### src/rtl/ccu_cmd_feeder.sv
// ccu_cmd_feeder: buffers host bytes and replays complete CCU packets as gapless bursts; CCU_FEEDER_ERRCNT_EN adds err_count
module ccu_cmd_feeder #(
    parameter int DEPTH = 16,
    parameter int GAP   = 2
) (
    input  logic       clk,
    input  logic       rst,
    input  logic [7:0] host_data,
    input  logic       host_valid,
    output logic       host_ready,
    input  logic       ccu_busy,
    output logic [7:0] cmd,
    output logic       cmd_strobe,
    output logic       pkt_done,
    output logic       err_pulse
`ifdef CCU_FEEDER_ERRCNT_EN
    ,
    output logic [7:0] err_count
`endif
);
    localparam int AW = $clog2(DEPTH);
    localparam int CW = AW + 1;
    localparam int GW = $clog2(GAP + 2);
    typedef enum logic [1:0] {S_IDLE, S_WAIT, S_ISSUE, S_HOLD} state_t;
    state_t state_q, state_d;
    logic [7:0] mem_q [DEPTH];
    logic [AW-1:0] wr_q, rd_q;
    logic [CW-1:0] count_q, count_d;
    logic [2:0] len_q, len_d, left_q, left_d, head_len;
    logic [GW-1:0] hold_q, hold_d;
    logic [7:0] cmd_q, cmd_d, head;
    logic strobe_q, strobe_d, done_q, done_d, err_q, err_d, push, pop;
    assign head       = mem_q[rd_q];
    assign head_len   = (head == 8'h4C || head == 8'h52) ? 3'd5 :
                        (head == 8'h50) ? 3'd3 :
                        (head == 8'h43) ? 3'd1 : 3'd0;
    assign host_ready = !rst && (count_q < CW'(DEPTH));
    assign push       = host_valid && host_ready;
    assign count_d    = count_q + CW'(push) - CW'(pop);
    assign cmd        = cmd_q;
    assign cmd_strobe = strobe_q;
    assign pkt_done   = done_q;
    assign err_pulse  = err_q;
    always_comb begin
        state_d  = state_q;
        len_d    = len_q;
        left_d   = left_q;
        hold_d   = hold_q;
        cmd_d    = 8'h00;
        strobe_d = 1'b0;
        done_d   = 1'b0;
        err_d    = 1'b0;
        pop      = 1'b0;
        case (state_q)
            S_IDLE:
                if (count_q != '0) begin
                    if (head_len != 3'd0) begin
                        len_d   = head_len;
                        state_d = S_WAIT;
                    end else begin
                        pop   = 1'b1;
                        err_d = head != 8'h00;
                    end
                end
            // The opcode is launched from WAIT so it reaches cmd two cycles after lookup.
            S_WAIT:
                if (count_q > CW'(len_q) && !ccu_busy) begin
                    pop      = 1'b1;
                    cmd_d    = head;
                    strobe_d = 1'b1;
                    left_d   = len_q;
                    state_d  = S_ISSUE;
                end
            S_ISSUE:
                if (left_q != 3'd0) begin
                    pop      = 1'b1;
                    cmd_d    = head;
                    strobe_d = 1'b1;
                    done_d   = left_q == 3'd1;
                    left_d   = left_q - 3'd1;
                end else begin
                    hold_d  = GW'(1);
                    state_d = S_HOLD;
                end
            S_HOLD:
                if (hold_q >= GW'(GAP) && !ccu_busy) state_d = S_IDLE;
                else if (hold_q < GW'(GAP)) hold_d = hold_q + GW'(1);
            default: state_d = S_IDLE;
        endcase
    end
    always_ff @(posedge clk) begin
        if (rst) begin
            state_q  <= S_IDLE;
            wr_q     <= '0;
            rd_q     <= '0;
            count_q  <= '0;
            len_q    <= '0;
            left_q   <= '0;
            hold_q   <= '0;
            cmd_q    <= 8'h00;
            strobe_q <= 1'b0;
            done_q   <= 1'b0;
            err_q    <= 1'b0;
        end else begin
            state_q  <= state_d;
            count_q  <= count_d;
            len_q    <= len_d;
            left_q   <= left_d;
            hold_q   <= hold_d;
            cmd_q    <= cmd_d;
            strobe_q <= strobe_d;
            done_q   <= done_d;
            err_q    <= err_d;
            if (push) wr_q <= wr_q + AW'(1);
            if (pop) rd_q <= rd_q + AW'(1);
        end
    end
    always_ff @(posedge clk) begin
        if (push) mem_q[wr_q] <= host_data;
    end
`ifdef CCU_FEEDER_ERRCNT_EN
    logic [7:0] errcnt_q;
    always_ff @(posedge clk) begin
        if (rst) errcnt_q <= 8'h00;
        else if (err_d && errcnt_q != 8'hFF) errcnt_q <= errcnt_q + 8'd1;
    end
    assign err_count = errcnt_q;
`endif
endmodule

### config.mk
export PLATFORM = sky130hd
export DESIGN_NAME = ccu_cmd_feeder
export DESIGN_NICKNAME = d
export VERILOG_FILES = /design/src/rtl/ccu_cmd_feeder.sv
export SDC_FILE = /design/constraint.sdc
export NUM_CORES = 1
export LEC_CHECK = 0
export CAP_MARGIN = 20
export CORE_ASPECT_RATIO = 1.25
export CORE_UTILIZATION = 65
export DETAILED_ROUTE_END_ITERATION = 7
export GPL_ROUTABILITY_DRIVEN = 1
export PLACE_DENSITY = 0.83
export REMOVE_ABC_BUFFERS = 1
export SYNTH_ARGS = -nofsm -noshare
export SYNTH_HDL_FRONTEND = slang
export SYNTH_SLANG_ARGS = --single-unit
export TNS_END_PERCENT = 5
### constraint.sdc
create_clock -name clk -period 8.15 [get_ports clk]
set_input_delay 1.2225 -clock clk [delete_from_list [all_inputs] [get_ports clk]]
set_output_delay 1.2225 -clock clk [all_outputs]
set_load 0.01 [all_outputs]
# Word level (Yosys, flattened, before mapping)
# Memory sizes are Yosys's and may differ from the RTL's. A register that Yosys moved wholly into a read port is not among the register bits.
# Index checks and enable logic that the tools add are counted.
# totals
reg_bits	34
ramBits	128
input_bits	12
mem_count	1
# classes
add_sub_neg	6
magnitude_cmp	4
n_eq_ne	16
n_mux	29
bitwise_logic	4
n_reduce_logical	20
# memory_table
memory	words	width	read_ports	rd_clocked_by_memory_dff	write_ports	line_no	rtl
mem_q	16	8	1	1	1	26	logic [7:0] mem_q [DEPTH];
# op_table
operator	n
$eq A8 B7 Y1 const B	4
$mux W2	9
$mux W8	2
$ne A2 B2 Y1 const B	8
$pmux W8 S2	1
$mux W3	3
$add A4 B1 Y4 const B	2
$mux W4	2
$pmux W2 S4	1
$reduce_bool A8 Y1	1
$mux W1	7
$pmux W3 S2	1
$reduce_and A3 Y1	2
$reduce_bool A3 Y1	2
$add A5 B1 Y5	1
$gt A5 B3 Y1	1
$lt A5 B5 Y1 const B	1
$reduce_and A5 Y1	1
$reduce_bool A5 Y1	1
$sub A5 B1 Y5	1
$eq A2 B2 Y1 const B	2
$logic_and A1 B1 Y1	4
$not A1 Y1	4
$pmux W2 S2	1
15 further kinds	17

# Depth between registers and ports, before layout
# Gate-level depths: netlist (run 1).
# depth
word_depth	10
mapped_depth	18
depth_no_buf	16

# Worst setup path after synthesis (run 1)
# Ideal clock, no wire load.
# synth_timing
kind	flip-flop to flip-flop
from	register (tool-made name)
to	register count_q[4]
setup_ps	71
t_arrival_ps	3857
t_required_ps	8079
path_slack_ps	4222
stages_incl_launch_ff	18
synth_period_minus_slack_ps	3928
cell_sequence	dfxtp_1 > clkbuf_1 > buf_2 > buf_2 > mux4_1 > a22oi_1 > nand2_1 > or4_4 > nand4b_1 > nand2_1 > ha_1 > inv_1 > ha_1 > fa_1 > a21oi_1 > nor2_1 > or3_1 > a21oi_1
# synth_lines
element	line_no	rtl
end signal: assignment	106	count_q <= count_d;
end: declaration	28	logic [CW-1:0] count_q, count_d;

==> impl_results.md, run 1 <==
* Yosys top cell by area: edfxtp_1
* Final Skew at ~0.0087 ns
* Worst slew margin at 24.6%
* DRC at 1
* Status: finished, violations left
* I/O pin count at 24
* Tmin final at 4.68 ns
* CTS Sinks at between 150 and 200
* Worst endpoint data arrival time at between 5 and 6 ns
* Post-synth EDFFs at between 100 and 150
* Clock slew at reported path FFs at 0.06 ns
* Initial antenna violation count at 0
* Commonest cells in the netlist: 128 x edfxtp_1, 40 x nor2_1, 38 x dfxtp_1
* Gr ovfl total at 0
* First-pass GRT wire length at approximately 23000 um
* Hold Startpoint: left_q[1]
* Worst-path cell chain: nor2_1, a221oi_1, a22oi_1, and2_0, or4_4, nand4b_1, nand2_1, ha_1, inv_1, ha_1, fa_1, a21oi_1, nor2_1, or3_1, a21oi_1
* Setup TNS at 0 ns
* Antenna Cells at 0
* Hold EP: left_q[1]
* Data required, critical path at 8.51 ns
* Fin. Hold Viols at 0
* Failing checks: DRC
* Pre-antenna DRT Iters at 8
* Mapped Area at 6990 um^2
* Synth area leaders: edfxtp_1 55%, dfxtp_1 11%, mux4_2 5.2%
* Gpl congestion at approximately 0.82
* FP Rows at 42
* DRT antenna net count at 0
* Worst path max stage delay at 0.88 ns
* Post_cts resized at 0
* Die Ht at ~120 um
* Nets at roughly 530
* Max-slew violation count at 0
* Share of layout cells above drive strength 1 at between 10% and 20%
* I/O Buffers at 23
* CP Capture Type: flop
* Worst-Margin Slew at roughly 1.1 ns
* Top FF cell, synth: edfxtp_1
* Pre-CTS setup slack at between 3 and 4 ns
* Register area share after synthesis at 65.8%
* CTS root buffer: clkbuf_16
* Die W at ~95 um
* CTS tree: yes
* CP max stage cell: dfxtp_1
* Hold depth at 2
* Drt initial violations at about 540
* Clock Tree Buf Depth at 2
* Layout area overhead at 12.9%
* Synthesis-stage register bit count at 166
* Post-synthesis cell type count at 56
* Worst hold path type: flop to flop
* Largest net degree at the start of global routing at 38
* Leakage at 2.73 nW
* CP Launch Type: flop
* Core area at between 10000 and 15000 um^2
* Fin crit share at 57.4%
* Htree depth at 4
* WL final at 15000 um
* FMAX at between 200 and 250 MHz
* CP max FO at 19
* RSZ-0062 raised after global routing: false
* Ys Warns at 0
* Hold Buf Count CTS at 0
* Worst Path Buf+Inv at 1
* Skew-Pair Late Insertion Delay at about 0.43 ns
* Vias in the first global route at slightly below 4000
* Initial core utilization at approximately 67%
* Most common cell in the synthesized netlist: edfxtp_1
* Reg2Reg Setup Slack at between 3 and 4 ns
* TritonCTS Buffers at 17
* Vias per cell at between 6 and 7
* Die area at approximately 11000 um^2
* Overall global routing resource usage at between 20% and 30%
* CP delay by family, top: simple AND/OR/NAND/NOR gates
* Top cell type's share of synthesized area at 55.0%
* Multi-input gate area at ~2200 um^2
* Peak VDD IR at about 0.00024 V
* FILL cells at approximately 640
* Reg area at approximately 4600 um^2
* PwrDens at between 300 and 400 nW/um^2
* Setup ws final at between 3 and 4 ns
* Mapped Cells at 460
* # setup viols final at 0
* Wire per inst at ~23 um
* Post-DP HPWL at 9590 um
* Setup CP Type: flop to flop
* Post CTS Setup Buffer Count at 0
* Worst R2R Path Depth at 15
* Reg2Reg Capture Point: count_q[4]
* DR vias at about 4000
* Avg Cell Area, Syn at between 15 and 20 um^2
* FFs w/ async S/R, synth at 0%
* Max-Cap Viols at 0
==> sequential cells by signal (all words and copies together), names as in the netlist, named ones only <==
register,flops
cmd,8
cmd_strobe,1
count_q,5
err_pulse,1
hold_q,2
left_q,3
len_q,3
mem_q,128
pkt_done,1
rd_q,4
state_q,2
wr_q,4
==> cells in the final DEF (no fill, tap or decap), types with 15 or more instances in the layout <==
master and instances:
edfxtp_1 128, nor2_1 40, dfxtp_1 37, inv_1 28, nand2_1 24, ha_1 24
clkdlybuf4s50_1 23, a21oi_1 19, clkbuf_16 17, mux4_2 16, mux2i_1 15
==> worst register-to-register path, cell delays in order (launching register included) <==
cell,delay (ns)
dfxtp_1,0.88
nor2_1,0.29
a221oi_1,0.46
a22oi_1,0.22
and2_0,0.29
or4_4,0.58
nand4b_1,0.23
nand2_1,0.09
ha_1,0.28
inv_1,0.04
ha_1,0.20
fa_1,0.41
a21oi_1,0.15
nor2_1,0.06
or3_1,0.30
a21oi_1,0.14
==> kinds of logic (layout without fill, tap and decap cells) <==
| family | count (synthesis) | after routing | share of synthesized area, % |
|---|---|---|---|
| AOI/OAI and AO/OA | 57 | 57 | 5.21 |
| buffers and inverters | 45 | 90 | 2.92 |
| adders and majority gates | 25 | 25 | 4.58 |
| DFF | 166 | 166 | 65.8 |
| xor gates and xnor gates | 5 | 5 | 0.626 |
| muxes | 49 | 49 | 12.8 |
| and+or+nand+nor | 113 | 113 | 8.00 |
==> how the worst max path moves through the flow <==
stage               from    endpoint  slack, ns  depth (start not counted)
floorplan           flop  count_q[4]       3.27                         13
global placement    flop  count_q[4]       3.75                         14
detailed placement  flop  count_q[4]       3.60                         14
CTS                 flop  count_q[4]       3.52                         15
global route        flop  count_q[4]       3.15                         15
finish              flop  count_q[4]       3.47                         15
==> per-layer routing <==
| metal | global-route usage [%] | vias to the layer above | share of wire (%) |
|---|---|---|---|
| met5 | 0 | - | 0 |
| met4 | 13.1 | 0 | 3.7 |
| met3 | 6.52 | 46 | 6.5 |
| met2 | 48.2 | 210 | 53 |
| met1 | 36.5 | 2014 | 37 |
| li1 | - | 1809 | - |
==> power by group <==
part | switching [mW] | internal (mW)
logic | 0.378 | 0.296
registers | 0.0314 | 0.950
clock network | 0.329 | 0.422
==> final cells by class <==
type,instances,area share [%]
sequential,166,58.3
clock inverter,14,1.57
inverter,28,1.33
clock buffer,18,5.43
tap,132,2.09
timing repair buffer,30,3.58
multi-input combinational,249,27.7
==> per-stage QoR <==
step | power [mW] | hold slack, ns | area (um^2) | cells | util (%)
final | 2.41 | 0.506 | 7900 | 637 | 75.1
after global routing | 2.52 | 0.523 | 7900 | 637 | 75.1
after CTS | 2.41 | 0.509 | 7900 | 637 | 75.1
after detailed placement | 1.66 | 0.494 | 7340 | 605 | 69.9
after global placement | 1.62 | 0.479 | 7340 | 605 | 69.9
after floorplan | 1.49 | 0.456 | 6890 | 443 | -
(Power assumes the default switching activity.)
==> inputs of run 2 (changes only) <==
Settings changed: CORE_UTILIZATION 65 to 55, PLACE_DENSITY 0.83 to 0.75.
Clock period 8.15 ns to 3.85 ns, I/O delays scaled along.
==> impl_results.md, run 2 (synthesized netlist as in run 1, its figures left out) <==
* Die W at 103 um
* Hold depth at 2
* I/O Buffers at 23
* CTS root buffer: clkbuf_16
* PwrDens at just under 700 nW/um^2
* Number of flip-flops in the largest register at 128
* Die Ht at between 100 and 150 um
* Pre-antenna DRT Iters at 5
* Worst path max stage delay at between 0.5 and 0.6 ns
* Peak VDD IR at about 0.00035 V
* Max-Cap Viols at 0
* Status: finished, violations left
* Overall global routing resource usage at 25.3%
* Max-slew violation count at 0
* CP Launch Type: flop
* CTS Sinks at 166
* Post-DP HPWL at 9610 um
* Placed cells at between 600 and 700
* CP delay by family, top: simple AND/OR/NAND/NOR gates
* Clock slew at reported path FFs at approximately 0.070 ns
* Gpl congestion at around 0.83
* CTS tree: yes
* DRT antenna net count at 0
* Gr ovfl total at 0
* Multi-input gate area at approximately 2300 um^2
* DRC at 0
* Stages on worst setup path at 17
* Setup ws final at -0.0560 ns
* Nets at around 580
* Share of layout cells above drive strength 1 at 26.4%
* Antenna Cells at 0
* Clock Tree Buf Depth at 2
* Worst-Margin Slew at 0.980 ns
* Worst R2R Path Depth at 17
* Commonest non-fill, non-tap cell in the layout: edfxtp_1
* Reg area at about 4600 um^2
* Sw frac at approximately 31%
* FP Rows at 45
* Die area at roughly 13000 um^2
* Worst endpoint data arrival time at 4.27 ns
* Hold EP: len_q[0]
* Layout area overhead at 22.9%
* Post-route non-filler standard cell count at about 720
* Largest net degree at the start of global routing at 25
* Failing checks: setup timing
* TritonCTS Buffers at 17
* Hold Startpoint: len_q[0]
* Data required, critical path at about 4.2 ns
* DR vias at 4285
* Reg2Reg Capture Point: count_q[4]
* Worst-path cell chain: buf_6, buf_12, mux4_2, nand2_1, a21oi_2, a21o_1, or4_4, nand4b_1, nand2_1, ha_1, inv_2, ha_4, fa_2, a21oi_2, nor2_1, or3_1, a21oi_1
* Setup CP Type: flop to flop
* Worst hold path type: flop to flop
* Fin crit share at 101%
* Vias per cell at a little under 6
* Vias in the first global route at around 4300
* # setup viols final at 1
* Wire per inst at roughly 22 um
* Drt initial violations at approximately 390
* Htree depth at 4
* Skew-Pair Late Insertion Delay at between 0.4 and 0.5 ns
* Reg2Reg Setup Slack at -0.06 ns
* Internal power at a little over 4 mW
* Initial core utilization at between 50% and 60%
* FMAX at 256 MHz
* Most flops, register: mem_q
* CP max FO at 6
* CP Capture Type: flop
* Core area at approximately 12000 um^2
* Switching Power at 1.84 mW
* Worst slew margin at 34.4%
* Clk network pwr share at between 20% and 30%
* RSZ-0062 raised after global routing: true
* First-pass GRT wire length at between 20000 and 25000 um
* Tmin final at between 3 and 4 ns
* CP max stage cell: or4_4
* Worst Path Buf+Inv at 3
* Hold_ws at around 0.5 ns
* Initial antenna violation count at 0
* Final Skew at about 0.0086 ns
* Flop pwr share at a little over a third
* I/O pin count at 24
* WL final at 15700 um
* Fin. Hold Viols at 0
* FILL cells at between 800 and 900
* Gate power share at between 30% and 40%
* Most frequent cells in the layout: 128 x edfxtp_1, 46 x buf_4, 39 x nor2_1
* Leakage at roughly 3.0 nW
==> run 2: cell types whose count changed in the layout (fill, tap and decap cells not counted), sizes merged <==
cell,delta
bufinv,+1
buf,+48
clkinv,-1
bufbuf,+1
==> run 2: final cells by class <==
| cell class | count | share of cell area, % |
|---|---|---|
| clock buffers | 18 | 5.11 |
| clock inverters | 14 | 1.94 |
| inverters | 28 | 1.22 |
| multi-input cells | 249 | 27.0 |
| flip-flops and latches | 166 | 53.6 |
| well taps | 164 | 2.39 |
| repair buffers | 79 | 8.75 |
==> run 2: worst register-to-register path, cell delays in order (launching register included) <==
cell and delay [ns]:
dfxtp_4 0.40, buf_6 0.14, buf_12 0.12, mux4_2 0.48, nand2_1 0.12, a21oi_2 0.09
a21o_1 0.20, or4_4 0.54, nand4b_1 0.16, nand2_1 0.08, ha_1 0.29, inv_2 0.04
ha_4 0.15, fa_2 0.36, a21oi_2 0.12, nor2_1 0.06, or3_1 0.34, a21oi_1 0.14
==> run 2: what timing repair did <==
action | in CTS | in global routing
endpoints found under the setup margin | 1 | 2
pin swaps | 11 | 20
resized for setup | 12 | 34
hold buffers | 0 | 0
gates cloned | 2 | 0
setup buffers | 8 | 5
hold endpoints to repair | 0 | 0
==> run 2: metrics by stage <==
stage	setup slack (ns)	cell area [um^2]	util (%)	TNS [ns]	power (mW)
after global routing	-0.207	8590	70.0	-0.266	6.25
after CTS	0.00614	8450	68.8	0	5.73
after floorplan	-1.03	6890	-	-3.18	3.15
final	-0.0560	8590	70.0	-0.0560	5.98
after global placement	-0.0389	7670	62.5	-0.0389	3.73
after detailed placement	-0.125	7670	62.5	-0.125	3.78
==> run 2: how the worst max path moves through the flow <==
stage,from,end,slack [ns]
2_1_floorplan,flop,count_q[4],-1.03
3_3_place_gp,flop,count_q[4],-0.04
3_5_place_dp,flop,count_q[4],-0.12
4_1_cts,flop,count_q[4],0.006
5_1_grt,flop,count_q[4],-0.21
6_report,flop,count_q[4],-0.06
==> run 2: metal layers <==
| metal | wire length, um | vias up | GRT usage (%) |
|---|---|---|---|
| met4 | 690 | 0 | 12.4 |
| met2 | 8050 | 175 | 42.2 |
| met3 | 969 | 48 | 6.98 |
| li1 | - | 1910 | - |
| met5 | 0 | - | 0 |
| met1 | 6010 | 2152 | 30.1 |
==> run 2: power by group through the flow <==
stage	logic, mW	registers [mW]	clock network (mW)
final	2.17	2.09	1.72
after global routing	2.34	2.10	1.81
after CTS	1.92	2.08	1.73
after detailed placement	1.65	2.13	0
after global placement	1.60	2.12	0
after floorplan	0.958	2.19	0
==> inputs of run 3 (changes only) <==
Settings changed: CORE_UTILIZATION 55 to 57, CTS_BUF_LIST from default to sky130_fd_sc_hd__clkbuf_8, PLACE_DENSITY 0.75 to 0.77.
==> impl_results.md, run 3 (synthesized netlist as in run 1, its figures left out) <==
* Commonest non-fill, non-tap cell in the layout: edfxtp_1
* Antenna Cells at 0
* Worst-path cell chain: mux4_2, mux4_2, or4_4, nand4b_1, nand2_1, ha_1, inv_1, ha_2, fa_2, a21oi_2, nor2_1, or3_1, a21oi_2
* Status: finished, final reports clean
* Flop pwr share at between 40% and 50%
* Peak VDD IR at 0.000294 V
* Vias per cell at about 5.8
* DRC at 0
* Worst-Margin Slew at approximately 1.1 ns
* Setup CP Type: flop to flop
* Gr ovfl total at 0
* Multi-input gate area at about 2200 um^2
* Post-DP HPWL at 9540 um
* Data required, critical path at 4.24 ns
* Post-route non-filler standard cell count at approximately 700
* Clock slew at reported path FFs at ~0.090 ns
* Cell Area, Placed at approximately 7600 um^2
* Overall global routing resource usage at a little under a quarter
* Fin. Hold Viols at 0
* FMAX at between 200 and 300 MHz
* Max-Cap Viols at 0
* Initial antenna violation count at 0
* Core area at between 10000 and 15000 um^2
* Layout area overhead at 16.2%
* CP max FO at 7
* Wire per inst at 20.0 um
* Drt initial violations at 278
* Worst path max stage delay at about 0.53 ns
* CP Launch Type: flop
* Reg area at 4610 um^2
* Gate power share at ~36%
* DRT antenna net count at 0
* Fin crit share at a little over nine tenths
* Largest net degree at the start of global routing at 25
* Share of layout cells above drive strength 1 at between 20% and 30%
* Internal power at approximately 3.5 mW
* Sw frac at 31.2%
* Nets at between 500 and 600
* Worst Path Buf+Inv at 1
* RSZ-0062 raised after global routing: true
* Clock Tree Buf Depth at 2
* Tmin final at 3.78 ns
* # setup viols final at 0
* CP max stage cell: mux4_2
* Die area at 12700 um^2
* Leakage at 2.83 nW
* Hold_ws at ~0.50 ns
* Number of flip-flops in the largest register at about 130
* Initial core utilization at approximately three fifths
* Worst endpoint data arrival time at ~4.2 ns
* CTS root buffer: clkbuf_8
* Most frequent cells in the layout: 128 x edfxtp_1, 40 x nor2_1, 38 x buf_4
* Final Skew at ~0.0092 ns
* Skew-Pair Late Insertion Delay at approximately 0.45 ns
* Clk network pwr share at between 20% and 30%
* Htree depth at 4
* CTS Sinks at 166
* Die W at approximately 100 um
* CP delay by family, top: simple AND/OR/NAND/NOR gates
* Switching Power at about 1.6 mW
* I/O Buffers at 23
* TritonCTS Buffers at 17
* FP Rows at 44
* Max-slew violation count at 0
* Worst hold path type: flop to flop
* Most flops, register: mem_q
* FILL cells at between 800 and 900
* Pre-antenna DRT Iters at 4
* Vias in the first global route at 4118
* Worst slew margin at 29.5%
* Die Ht at between 100 and 150 um
* Total power at between 5 and 6 mW
* Placed cells at ~660
* First-pass GRT wire length at roughly 22000 um
* Gpl congestion at ~0.8
* CTS tree: yes
* I/O pin count at 24
* CP Capture Type: flop
* WL final at 14000 um
* DR vias at between 4000 and 5000
* Finished Cell Area at slightly above 8000 um^2
* PwrDens at roughly 630 nW/um^2
-- run 3: cell types whose count changed in the layout (fill, tap and decap cells not counted), moves of 3 or more --
cell	before	now
clkbuf_8	1	17
buf_6	5	1
buf_4	46	38
clkbuf_16	17	0
mux2i_1	12	15
-- run 3: metal layers --
layer  vias up  GRT usage (%)  share of wire (%)
li1       1874              -                  -
met1      2007           29.0                 40
met2       143           40.5                 52
met3        32           5.66                5.5
met4         0           9.97                2.8
met5         -              0                  0
-- run 3: what timing repair did --
action	CTS	global route
setup buffers	1	8
gates resized for setup	14	14
endpoints found under the setup margin	1	1
pin swaps	2	9
hold buffers	0	0
-- run 3: path summary, 6_finish.rpt --
check	start	end	slack (ns)	depth (start not counted)
setup reg to reg	flop	count_q[4]	0.07	13
hold / removal	left_q[1]	left_q[1]	0.50	2
hold reg to reg	left_q[1]	left_q[1]	0.50	2
setup / recovery	flop	count_q[4]	0.07	13
-- run 3: tightest hold or removal path, cell delays in order, from the launching register on --
cell and delay, ns:
dfxtp_1 0.33, mux2i_1 0.06, nor2_1 0.08
-- run 3: power by group through the flow --
| stage | registers [mW] | logic (mW) | clock network (mW) |
|---|---|---|---|
| 5_1_grt | 2.10 | 1.99 | 1.33 |
| 2_1_floorplan | 2.19 | 0.958 | 0 |
| 4_1_cts | 2.09 | 1.70 | 1.26 |
| 3_3_place_gp | 2.13 | 1.57 | 0 |
| 3_5_place_dp | 2.13 | 1.62 | 0 |
| 6_report | 2.09 | 1.83 | 1.24 |
-- run 3: cell type report --
type	instances	area share, %
clock buffers	17	2.88
repair buffers	66	7.35
flip-flops and latches	166	56.7
well taps	161	2.48
clock inverters	15	2.08
multi-input cells	249	27.2
inverters	28	1.29
-- run 3: metrics by stage --
stage                     utilization, %  setup TNS [ns]  setup slack [ns]
after global placement              64.6         -0.0655           -0.0655
after detailed placement            64.6          -0.191            -0.191
after CTS                           68.4               0            0.0103
after floorplan                        -           -3.18             -1.03
after global routing                68.9         -0.0871           -0.0871
final                               68.9               0            0.0749
